[config.mk]
export PLATFORM = sky130hd
export DESIGN_NAME = latch_pipe
export DESIGN_NICKNAME = d
export VERILOG_FILES = /design/src/rtl/latch_pipe.sv
export SDC_FILE = /design/constraint.sdc
export NUM_CORES = 1
export LEC_CHECK = 0
export CAP_MARGIN = 40
export CORE_MARGIN = 2
export CORE_UTILIZATION = 45
export DETAILED_ROUTE_END_ITERATION = 7
export DONT_BUFFER_PORTS = 1
export HOLD_SLACK_MARGIN = 0.02
export SYNTH_ARGS = -nofsm -noshare
export SYNTH_HDL_FRONTEND = slang
export SYNTH_SLANG_ARGS = --single-unit
[constraint.sdc]
create_clock -name clk -period 2.9 [get_ports clk]
set_input_delay 0.87 -clock clk [delete_from_list [all_inputs] [get_ports clk]]
set_output_delay 0.87 -clock clk [all_outputs]
set_load 0.01 [all_outputs]
[src/rtl/latch_pipe.sv]
// Two-entry skid buffer pipeline register with registered in_ready.
// Optional backpressure counter (stall_cnt port) enabled by LATCH_PIPE_STALL_CNT_EN.
module latch_pipe #(
  parameter int unsigned DATA_W = 71
) (
  input  logic              clk,
  input  logic              rst_n,
  input  logic              in_valid,
  output logic              in_ready,
  input  logic [DATA_W-1:0] in_data,
  output logic              out_valid,
  input  logic              out_ready,
  output logic [DATA_W-1:0] out_data,
`ifdef LATCH_PIPE_STALL_CNT_EN
  output logic [31:0]       stall_cnt,
`endif
  input  logic              flush
);

  logic              main_valid_q, main_valid_d;
  logic [DATA_W-1:0] main_data_q,  main_data_d;
  logic              skid_valid_q, skid_valid_d;
  logic [DATA_W-1:0] skid_data_q,  skid_data_d;
  logic              in_ready_q,   in_ready_d;
  logic              in_xfer, out_xfer;

  assign in_xfer  = in_valid && in_ready_q;
  assign out_xfer = main_valid_q && out_ready;

  always_comb begin
    main_valid_d = main_valid_q;
    main_data_d  = main_data_q;
    skid_valid_d = skid_valid_q;
    skid_data_d  = skid_data_q;
    if (flush) begin
      main_valid_d = 1'b0;
      skid_valid_d = 1'b0;
    end else if (skid_valid_q) begin
      // in_ready is low whenever skid is full, so only the output side can move
      if (out_xfer) begin
        main_data_d  = skid_data_q;
        skid_valid_d = 1'b0;
      end
    end else if (in_xfer) begin
      if (!main_valid_q || out_xfer) begin
        main_valid_d = 1'b1;
        main_data_d  = in_data;
      end else begin
        skid_valid_d = 1'b1;
        skid_data_d  = in_data;
      end
    end else if (out_xfer) begin
      main_valid_d = 1'b0;
    end
    in_ready_d = !skid_valid_d;
  end

  always_ff @(posedge clk or negedge rst_n) begin
    if (!rst_n) begin
      main_valid_q <= 1'b0;
      main_data_q  <= '0;
      skid_valid_q <= 1'b0;
      skid_data_q  <= '0;
      in_ready_q   <= 1'b1;
    end else begin
      main_valid_q <= main_valid_d;
      main_data_q  <= main_data_d;
      skid_valid_q <= skid_valid_d;
      skid_data_q  <= skid_data_d;
      in_ready_q   <= in_ready_d;
    end
  end

  assign in_ready  = in_ready_q;
  assign out_valid = main_valid_q;
  assign out_data  = main_data_q;

`ifdef LATCH_PIPE_STALL_CNT_EN
  logic [31:0] stall_cnt_q;

  always_ff @(posedge clk or negedge rst_n) begin
    if (!rst_n) begin
      stall_cnt_q <= '0;
    end else if (main_valid_q && !out_ready && stall_cnt_q != '1) begin
      stall_cnt_q <= stall_cnt_q + 32'd1;
    end
  end

  assign stall_cnt = stall_cnt_q;
`endif

endmodule

Word-level counts from Yosys, hierarchy flattened --
Index checks and enable logic that the tools add are counted.
Operators by class: equal/unequal tests 3, mux-type cells 14, reduce and logical (&&, ||, !) cells 11, bitwise operators 3
Operators by type and width (count):
- $mux 71 | 4
- $mux 1 | 10
- $reduce_and 4->1 | 2
- $reduce_bool 2->1 | 2
- $ne 3x2->1 const B | 1
- $not 1->1 | 3
- $reduce_and 3->1 | 1
- $reduce_bool 3->1 | 1
- $logic_and 1x1->1 | 2
- $logic_not 1->1 | 2
- $ne 2x1->1 const B | 1
- $ne 2x2->1 const B | 1
- $logic_or 1x1->1 | 1
Storage, ports and cells: register bits after elaboration 145, input port bits 76, word-level logic and storage cells 36, output and inout bits 73

Logic depth before layout (Yosys ltp) --
word-level depth 7, depth in mapped cells 5

Worst setup path after synthesis --
Ideal clock, no wire load.
path type input port to flip-flop, start point input port in_valid, end point register skid_data_q[10], data arrival time 2.062 ns, stages on the path 5, required time 2.775 ns, slack 0.713 ns, library setup time 0.125 ns, cell sequence nand3b_4 -> or4b_1 -> buf_4 -> buf_6 -> mux2_4
On the way: cells in the longest elaborated chain, start to end 2
RTL lines:
- start: declaration | line 8 | input logic in_valid,
- $logic_and 1x1->1 | line 27 | assign in_xfer = in_valid && in_ready_q;
- $reduce_and 4->1 (no source line)
- end signal: assignment | line 69 | skid_data_q <= skid_data_d;
- end: declaration | line 23 | logic [DATA_W-1:0] skid_data_q, skid_data_d;
Every way passes these cells. A chain may end at the register's enable or synchronous reset.

Worst setup path in the final report --
start point register in_ready_q (netlist: in_ready), end point register skid_data_q[57]
On the way: cells in the longest elaborated chain, start to end 2
RTL lines:
- start: declaration | line 24 | logic in_ready_q, in_ready_d;
- start signal: assignment | line 70 | in_ready_q <= in_ready_d;
- $logic_and 1x1->1 | line 27
- $reduce_and 4->1 (no source line)
Every way passes these cells.

==> metrics.md <==
| Metric | Value |
|---|---|
| Max Fclk | 484 MHz |
| Detail Route Antenna Nets | 0 |
| Initial antenna violation count | 0 |
| CP max stage delay | 580 ps |
| Synth Cell Area | 0.00652 mm^2 |
| RR Endpoint | skid_data_q[57]$_DFFE_PN0P_ |
| Cts hold-fix bufs | 0 |
| DR vias | 3178 |
| Placer Congestion | 0.712 |
| RSZ-0062 raised after global routing | false |
| N_diodes | 0 |
| Final setup fails | 0 |
| Crit Path Max Fanout | 73 |
| Layout cells sized above 1 | 62.1% |
| Nets | 469 |
| CTS Buffer Depth | 2 |
| Post-synth top area share | 55.3% |
| Dpl ws | 598 ps |
| Most common cell after layout, fill and taps aside | mux2_2 |
| Layout overhead on the synthesized area | 12.2% |
| Mapped Nets | 468 |
| HPWL after DPL | 7290 um |
| # port buffers | 0 |
| PD cells | 843 mW/mm^2 |
| Die height | 124 um |
| Via/cell ratio | 5.42 |
| Post-CTS Setup Repair Bufs | 0 |
| Most frequent cells in the layout | 145 x mux2_2, 143 x dfrtp_1, 68 x mux2_4 |
| Total global-route track usage | 16.2% |
| Slew Limit Fails | 0 |
| Root Driver | clkbuf_16 |
| CTS tree | built |
| Least-Margin Pin Slew | 607 ps |
| Initial core utilization | 46.4% |
| Crit path DAT | 2370 ps |
| Final Routed Wirelength | 12000 um |
| WP data required | 3200 ps |
| Tcrit/Tclk final | 71.3% |
| First-pass GRT wire length | 19500 um |
| Reg2Reg Setup Slack | 830 ps |
| FF+latch count, synth | 145 |
| R2R cell count | 4 |
| Die W | 124 um |
| Cell taking the most area after synthesis | dfrtp_1 |
| FP Rows | 43 |
| CP startpoint kind | register |
| Syn Inst Count | 392 |
| Synth warnings | 0 |
| Die Area | 0.0155 mm^2 |
| Initial drt markers | 140 |
| Crit path kind | reg -> reg |
| Remaining global-route overflow | 0 |
| PnR worst setup slack | 832 ps |
| Count of cell types in the netlist | 17 |
| Clock Skews | 9.82 ps |
| Hold Slack | 148 ps |
| Area of the core | 0.0140 mm^2 |
| Sequential share of the synthesized area | 55.7% |
| I/O pin cnt | 149 |
| Status | completed |
| Final Hold Vio Count | 0 |
| Leakage | 3.31 nW |
| Clock sinks | 145 |
| Clock latency on the worst-skew pair | 420 ps |
| Largest cells by area after synthesis | dfrtp_1 55%, mux2_2 25%, mux2_4 16%, buf_6 1.2%, buf_2 0.54% |
| Drt wl/cell | 20.4 um |
| CP max stage cell | dfstp_2 |
| DR DRC count | 0 |
| DRT Pass-1 Iters | 4 |
| CTS buffer count | 17 |
| R2R Path Start | in_ready$_DFF_PN1_ |
| Resized cells post-CTS | 0 |
| Maxcap violations | 0 |
| Fin util | 52.1% |
| Vias in the first global route | 3463 |
| Largest net degree at the start of global routing | 146 |
| Crit. End Element | register |
| Syn Area/Cell | 16.6 um^2 |
| Min Tclk post-route | 2070 ps |
| Peak supply drop | 0.411 mV |
| Hold crit path type | in -> async |
| Final setup TNS | 0 ps |
| Rel. slew slack | 59.5% |
| H-tree levels | 4 |
| CTS clock-pin slew for the worst setup and hold paths | 60 ps |
| Cell chain of the critical path | nand3b_4, or4b_4, buf_12, mux2_4 |
flip-flops by register name (all words and copies together), names as in the netlist:
name,cells
skid_data_q,71
out_valid,1
in_ready,1
skid_valid_q,1
out_data,71
synthesized netlist by cell type:
cell type / number
nand3b_1: 1
o21ai_0: 1
dfrtp_1: 144
clkbuf_1: 8
nand3b_4: 1
buf_6: 7
or4b_1: 1
dfstp_2: 1
buf_2: 7
buf_4: 1
a21oi_1: 1
inv_1: 1
a221oi_2: 1
mux2_4: 68
mux2_2: 145
nand2_1: 3
and2_1: 1
report_power, final:
group	total [mW]	switching, mW	internal (mW)
clock network	2.31	0.830	1.48
logic	0.845	0.201	0.645
registers	3.01	0.452	2.56
total	6.17	1.48	4.68
per-layer routing:
metal / part of all wire [%] / vias up / track usage [%] / wire length (um)
met5: 0 / - / 0 / 0
met4: 1.6 / 0 / 7.01 / 192
met3: 9.2 / 13 / 7.77 / 1110
met2: 46 / 102 / 24.9 / 5550
met1: 43 / 1642 / 19.3 / 5140
li1: - / 1421 / - / -
stage by stage:
stage                     total power, mW  std cells  cell area (um^2)
after floorplan                      3.70        392              6520
after global placement               3.85        553              6660
after detailed placement             3.89        554              6690
after CTS                            6.25        586              7310
after global routing                 6.46        586              7310
final                                6.17        586              7310
how the worst max path moves through the flow:
stage	cells after the start	endpoint	startpoint	slack [ps]
floorplan	5	skid_data_q[10]$_DFFE_PN0P_	in_valid	710
global placement	4	skid_data_q[44]$_DFFE_PN0P_	in_valid	600
detailed placement	4	skid_data_q[35]$_DFFE_PN0P_	in_valid	600
CTS	4	skid_data_q[28]$_DFFE_PN0P_	in_ready$_DFF_PN1_	880
global route	4	skid_data_q[28]$_DFFE_PN0P_	in_ready$_DFF_PN1_	800
finish	4	skid_data_q[57]$_DFFE_PN0P_	in_ready$_DFF_PN1_	830
layout make-up:
cell class                      count  area [um^2]
Fill cell                        1130         6730
Inverter                            1         3.75
Clock inverter                     10          159
Clock buffer                       22          464
Sequential cell                   145         3630
Tap cell                          180          225
Timing Repair Buffer                5         82.6
Multi-Input combinational cell    223         2750
worst max-delay path: cells and delay by family, from the launching register on:
family	cells	cell delay (ps)
and+or+nand+nor	2	630
DFF	1	580
muxes	1	380
buffers and inverters	1	250
logic make-up (layout without fill, tap and decap cells):
logic type,after synthesis,count (layout),synth area share [%]
multiplexers,213,213,40.7
flip-flops,145,145,55.7
buffers and inverters,24,38,2.38
AND/OR/NAND/NOR,7,7,0.845
AO/OA/AOI/OAI,3,3,0.384
Power figures use the tool's default switching activity.
